$ cat config.mk
export PLATFORM = sky130hd
export DESIGN_NAME = store_merge_unit
export DESIGN_NICKNAME = d
export VERILOG_FILES = /design/src/rtl/store_merge_unit.sv
export SDC_FILE = /design/constraint.sdc
export NUM_CORES = 1
export LEC_CHECK = 0
export ABC_AREA = 1
export CORE_MARGIN = 2
export CORE_UTILIZATION = 37
export CTS_CLUSTER_SIZE = 25
export DETAILED_ROUTE_END_ITERATION = 6
export GPL_TIMING_DRIVEN = 0
export PLACE_DENSITY = 0.69
export SLEW_MARGIN = 20
export SYNTH_ARGS = -nofsm -noshare
export SYNTH_HDL_FRONTEND = slang
export SYNTH_SLANG_ARGS = --single-unit
export TNS_END_PERCENT = 20
$ cat constraint.sdc
create_clock -name Clk -period 4.9 [get_ports Clk]
set_input_delay 0.49 -clock Clk [delete_from_list [all_inputs] [get_ports Clk]]
set_output_delay 0.49 -clock Clk [all_outputs]
set_load 0.05 [all_outputs]
$ cat src/rtl/store_merge_unit.sv
// store_merge_unit
// Store-side byte-lane merge between the MEM-stage store request and a word-wide
// data memory. SB and SH stores read the addressed word, splice in the new byte or
// halfword, and write it back. SW stores write the word directly. Misaligned or
// illegal requests raise a one-cycle err pulse and write nothing.
//
// Ports
//   Clk          in   1       system clock, rising edge
//   Rst          in   1       asynchronous, active-low reset
//   req_valid    in   1       store request present
//   req_ready    out  1       unit idle; accepted when req_valid && req_ready
//   req_addr     in   32      byte address of the store
//   req_data     in   32      register value (low byte/halfword used for SB/SH)
//   req_size     in   2       00=SB, 01=SH, 10=SW, 11=illegal
//   mem_addr     out  ADDR_W  word address to data memory
//   mem_rd_en    out  1       one-cycle read strobe
//   mem_rd_data  in   32      read word, valid RD_LATENCY cycles after mem_rd_en
//   mem_wr_en    out  1       one-cycle write strobe
//   mem_wr_data  out  32      merged word to write
//   done         out  1       one-cycle pulse: store committed
//   err          out  1       one-cycle pulse: misaligned/illegal, nothing written
module store_merge_unit #(
    parameter int ADDR_W     = 30,
    parameter int RD_LATENCY = 1
) (
    input  logic              Clk,
    input  logic              Rst,
    input  logic              req_valid,
    output logic              req_ready,
    input  logic [31:0]       req_addr,
    input  logic [31:0]       req_data,
    input  logic [1:0]        req_size,
    output logic [ADDR_W-1:0] mem_addr,
    output logic              mem_rd_en,
    input  logic [31:0]       mem_rd_data,
    output logic              mem_wr_en,
    output logic [31:0]       mem_wr_data,
    output logic              done,
    output logic              err
);

    localparam logic [1:0] SIZE_SB = 2'b00;
    localparam logic [1:0] SIZE_SH = 2'b01;
    localparam logic [1:0] SIZE_SW = 2'b10;

    // Value of the wait counter in the cycle where the read data is valid.
    localparam logic [2:0] LAST_WAIT = 3'(RD_LATENCY - 1);

    typedef enum logic [2:0] {
        IDLE,
        READ,
        WAIT,
        WRITE,
        ERR
    } state_t;

    state_t      state;
    state_t      state_next;
    logic [31:0] addr_q;
    logic [31:0] data_q;
    logic [1:0]  size_q;
    logic [31:0] rdata_q;
    logic [2:0]  wait_cnt;
    logic        accept;
    logic        illegal;
    logic [31:0] merged;

    assign accept = req_valid && (state == IDLE);

    // Illegal size, odd halfword, or word not on a 4-byte boundary.
    assign illegal = (req_size == 2'b11) ||
                     ((req_size == SIZE_SH) && req_addr[0]) ||
                     ((req_size == SIZE_SW) && (req_addr[1:0] != 2'b00));

    // State register and latched request; reset abandons any store in flight.
    always_ff @(posedge Clk or negedge Rst) begin
        if (!Rst) begin
            state    <= IDLE;
            addr_q   <= '0;
            data_q   <= '0;
            size_q   <= '0;
            rdata_q  <= '0;
            wait_cnt <= '0;
        end else begin
            state <= state_next;
            if (accept) begin
                addr_q <= req_addr;
                data_q <= req_data;
                size_q <= req_size;
            end
            if (state == READ) begin
                wait_cnt <= '0;
            end else if (state == WAIT) begin
                wait_cnt <= wait_cnt + 3'd1;
            end
            if ((state == WAIT) && (wait_cnt == LAST_WAIT)) begin
                rdata_q <= mem_rd_data;
            end
        end
    end

    // Merge the new byte/halfword into the read word in its little-endian lane.
    always_comb begin
        merged = rdata_q;
        case (size_q)
            SIZE_SB: merged[{addr_q[1:0], 3'b000} +: 8] = data_q[7:0];
            SIZE_SH: merged[{addr_q[1], 4'b0000} +: 16] = data_q[15:0];
            default: merged = data_q;
        endcase
    end

    // Next-state and outputs; every output is zero outside the state that drives it.
    always_comb begin
        state_next  = state;
        req_ready   = 1'b0;
        mem_addr    = '0;
        mem_rd_en   = 1'b0;
        mem_wr_en   = 1'b0;
        mem_wr_data = '0;
        done        = 1'b0;
        err         = 1'b0;
        case (state)
            IDLE: begin
                req_ready = 1'b1;
                if (req_valid) begin
                    if (illegal) begin
                        state_next = ERR;
                    end else if (req_size == SIZE_SW) begin
                        state_next = WRITE;
                    end else begin
                        state_next = READ;
                    end
                end
            end
            READ: begin
                mem_rd_en  = 1'b1;
                mem_addr   = addr_q[ADDR_W+1:2];
                state_next = WAIT;
            end
            WAIT: begin
                mem_addr = addr_q[ADDR_W+1:2];
                if (wait_cnt == LAST_WAIT) begin
                    state_next = WRITE;
                end
            end
            WRITE: begin
                mem_addr    = addr_q[ADDR_W+1:2];
                mem_wr_en   = 1'b1;
                mem_wr_data = merged;
                done        = 1'b1;
                state_next  = IDLE;
            end
            ERR: begin
                err        = 1'b1;
                state_next = IDLE;
            end
            default: state_next = IDLE;
        endcase
    end

endmodule

; After elaboration in Yosys (flattened, before gate mapping)
; Index checks and enable logic that the tools add are counted.
[word_totals]
inputBits = 101
ff_bits = 104
[op_classes]
n_shift = 4
n_mux = 16
n_eq_ne = 10
reduce_logical = 13
add_sub_neg = 3
[ops]
columns = operator, count
row1 = 32-bit bitwise mux, 2
row2 = 32-bit one-hot mux with 2 select lines, 1
row3 = 32-bit two-way mux, 1
row4 = "16-bit by 7-bit variable shift with 32-bit output, first input constant", 1
row5 = "8-bit by 7-bit variable shift with 32-bit output, first input constant", 1
row6 = 16-bit by 7-bit indexed part select with 32-bit output, 1
row7 = 8-bit by 7-bit indexed part select with 32-bit output, 1
row8 = 30-bit two-way mux, 1
row9 = 3-bit two-way mux, 5
row10 = 5-bit negator with 7-bit output, 2
row11 = 3-bit one-hot mux with 3 select lines, 1
row12 = "3-bit by 2-bit equality test with 1-bit output, second input constant", 2
row13 = 3-bit logical NOT, 2
row14 = "2-bit by 1-bit equality test with 1-bit output, second input constant", 2
row15 = "2-bit equality test, second input constant", 2
row16 = 1-bit logical AND, 4
row17 = 1-bit two-way mux, 4
row18 = 2-bit nonzero test, 2
row19 = "3-bit by 1-bit adder with 3-bit output, second input constant", 1
row20 = "3-bit by 1-bit equality test with 1-bit output, second input constant", 1
row21 = "3-bit equality test, second input constant", 1
row22 = 3-bit OR reduction, 1
row23 = 2-bit logical NOT, 1
row24 = 1-bit logical OR, 2
row25 = 4 further kinds, 4

; Longest topological paths before layout
[logic_depth]
ltp_word = 7
depth_mapped = 11
ltp_nobuf = 9

; Worst setup path before layout
; No wires, ideal clock.
[synth_timing]
path_kind = reg-to-output
start = register addr_q[1]
end = output mem_wr_data[10]
stages_incl_launch_ff = 11
path_slack_ps = 2040
path_buffers = 2
required_ps = 4410
arrival_time_ps = 2370
cell_sequence = dfrtp_1 buf_2 inv_1 buf_2 ha_1 clkinv_1 nor2_1 nand2_1 nand2_1 nand2_1 a21oi_1
[synth_via]
elab_chain_cells = 5
[synth_rtl]
columns = item, line
row1 = start: declaration, 59  ; logic [31:0] addr_q;
row2 = start signal: assignment, 87  ; addr_q <= req_addr;
row3 = 5-bit negator with 7-bit output (on tied branches), "107, 106"
row4 = 16-bit by 7-bit indexed part select with 32-bit output (tied with other cells), 107  ; SIZE_SH: merged[{addr_q[1], 4'b0000} +: 16] = data_q[15:0];
row5 = 32-bit bitwise mux (on tied branches), "107, 106"
row6 = 32-bit one-hot mux with 2 select lines (*), 105  ; case (size_q)
row7 = 32-bit two-way mux (*), 122  ; case (state)
row8 = end: declaration, 37  ; output logic [31:0] mem_wr_data,
; Mark *: on every way between the ends. The rest lies on a longest branch, timed or not.

; Worst setup path in the final report
[layout_timing]
start = register addr_q[1]
end = output mem_wr_data[15]
; Same word-level chain as after synthesis.

==> flow_summary.ini <==
[sta]
period_minus_slack_ps = 4060
setup_viol = 0
whs_ps = 508
hold_viol = 0
drv_slew = 0
tightest_slew_ps = 765
period_share = 0.828
relSlewSlack = 0.488
finClkSkew_ps = 10.8
finalSetupTns_ps = 0
rsz0062_at_grt = false
fmax_mhz = 247

[pwr]
combPwrFrac = 0.559
clkPwrFrac = 0.141
power.internal_uw = 2590
irDropWorstVdd_mv = 0.362
p_sw_uw = 2650
seqPwrFrac = 0.300
p_leak_uw = 0.00399
p_per_area_nw_per_um2 = 639
swShare = 0.505

[synthesis]
yosysUniqueCellTypes = 26
synth_largest_area_cell = dfrtp_1
synthFlopType = dfrtp_1
synth-async-reset-ratio = 1.00
yosysTopAreaCellShare = 0.440
netlist_instances = 845
avgSynthCellArea_um2 = 7.00
yosys-top-cells-count = nand2_1, dfrtp_1, inv_1
synthTopCellsByArea = dfrtp_1, nand2_1, o21ai_0
synth_most_common_cell = nand2_1
synth_edf_count = 0
synth_nets = 953
yosys_register_bits = 104
ys_seq_area_frac = 0.440
ys_warn_count = 0
netlist_area_um2 = 5910

[global_routing]
antenna_found_initial = 0
grt_first_pass_wirelength_mm = 30.1
grt_pass1_vias = 5817
gr-total-overflow = 0
grt_start_max_net_pins = 80
globalRouteTotalUtil = 0.232

[layout]
drive_gt1_frac = 0.0583
diodes = 0
multi_input_area_um2 = 2710
fillers = 1597
finalInstanceArea_um2 = 8190
area_growth_syn_to_layout_pct = 38.6
final-seq-area_um2 = 2600
nNetsFinal = 1133

[detailed_routing]
drc = 0
vias = 5963
drt_wl_total_mm = 18.9
wl_per_cell_um = 15.1
first_pass_iters = 5
ant_nets = 0
viasPerCell = 4.79
drt-initial-drc-count = 476

[place]
port_buffers = 167
place_hpwl_mm = 14.3
dpl-instance-area_um2 = 7880
place.gp.congestion = 0.927

[floorplanning]
fp.coreArea_um2 = 15800
io_pins = 168
die_height_um = 130
row_count = 46
die-width_um = 130
initial_utilization = 0.375
die_area_um2 = 17000

[outcome]
outcome = completed

[job]
cap_violations = 0

[setup_path]
r2r_slack_ps = 3000
crit_start = addr_q[1]
endpoint_kind = primary output
crit_path_start_kind = flip-flop
cp_max_fo = 12
cp.required_ps = 4410
arrival_ps = 3570
crit_type = flip-flop to primary output
r2r-start = wait_cnt[0]

[hold_path]
min_from = data_q[17]
hp-class = flip-flop to flip-flop

[clock_network]
cts_tree = done
cts.path.max_buffers = 2
cts_root_buf = clkbuf_16
clk_latency_ps = 370
numCtsBuffers = 9
cts-resized-gates = 0
clk_pin_slew_ps = 70
clock_sinks = 104
htreeDepth = 3
## worst max-delay path, cell delays in order, from the launching register on
cell and delay [ps]:
dfrtp_1 420, buf_2 170, inv_1 60, buf_2 280, ha_1 210, clkinv_1 240
nor2_1 490, nand2_1 140, nand2_1 80, nand2_1 40, a21oi_1 200, clkdlybuf4s50_1 860
## power by group through the flow
stage / Combinational [uW] / Clock [uW] / Sequential (uW)
after CTS: 2930 / 756 / 1570
after detailed placement: 2920 / 0 / 1570
final: 2930 / 736 / 1570
after global placement: 2880 / 0 / 1570
after global routing: 3270 / 789 / 1610
after floorplan: 2080 / 0 / 1460
## placed cells by master, fill, tap and decap left out, drive strengths merged
cell type        n
xnor2            1
nand3           37
nand2          320
dfrtp          104
ha               7
clkdlybuf4s50  166
o21ai           94
buf             32
nor3             1
a21boi          24
dlygate4sd3      1
nor2            66
a21oi           51
inv             94
clkinv           8
o21a             1
nand4            1
clkbuf          22
## cell families (layout without fill, tap and decap cells)
kind of cell / after synthesis / after routing / synth area share
adders and majority gates: 7 / 7 / 0.0148
AOI/OAI and AO/OA: 170 / 170 / 0.154
DFF: 104 / 104 / 0.440
and+or+nand+nor: 425 / 425 / 0.287
xor gates and xnor gates: 1 / 1 / 0.00148
buffers and inverters: 138 / 323 / 0.102
## final timing paths
path / cells after the start / to
worst max register to register: 8 / rdata_q[3]
worst min register to register: 2 / data_q[17]
worst max-delay path: 11 / mem_wr_data[15]
worst min-delay path: 2 / data_q[17]
max in group asynchronous: 3 / rdata_q[31]
min in group asynchronous: 2 / addr_q[10]
## layout make-up
type,instances,area share
clock buffer,10,0.0292
clock inverter,6,0.00763
sequential,104,0.318
multi-input combinational,603,0.330
inverter,96,0.0446
tap,216,0.0330
timing repair buffer,169,0.209
buffer,42,0.0289
## flip-flops by register name, indices dropped and copies added (netlist names)
register,cells
data_q,32
addr_q,32
state,3
size_q,2
rdata_q,32
wait_cnt,3
## timing repair
action	in CTS	in global routing
endpoints found under the hold margin	25	0
buffers inserted	0	0
hold buffers	1	0
## layer usage
layer | wire length [um] | vias to the layer above | GRT usage | share of wire
met5 | 0 | - | 0 | 0
met3 | 1430 | 19 | 0.0696 | 0.076
met4 | 299 | 0 | 0.0657 | 0.016
met2 | 8800 | 196 | 0.375 | 0.47
met1 | 8330 | 2756 | 0.303 | 0.44
li1 | - | 2992 | - | -
## metrics by stage
stage	util	instances	total power, uW	setup slack, ps
2_1_floorplan	-	845	3540	2040
3_3_place_gp	0.498	1228	4450	-751
3_5_place_dp	0.500	1229	4500	1300
4_1_cts	0.520	1246	5250	893
5_1_grt	0.520	1246	5680	593
6_report	0.520	1246	5240	844
Power figures use the tool's default switching activity.
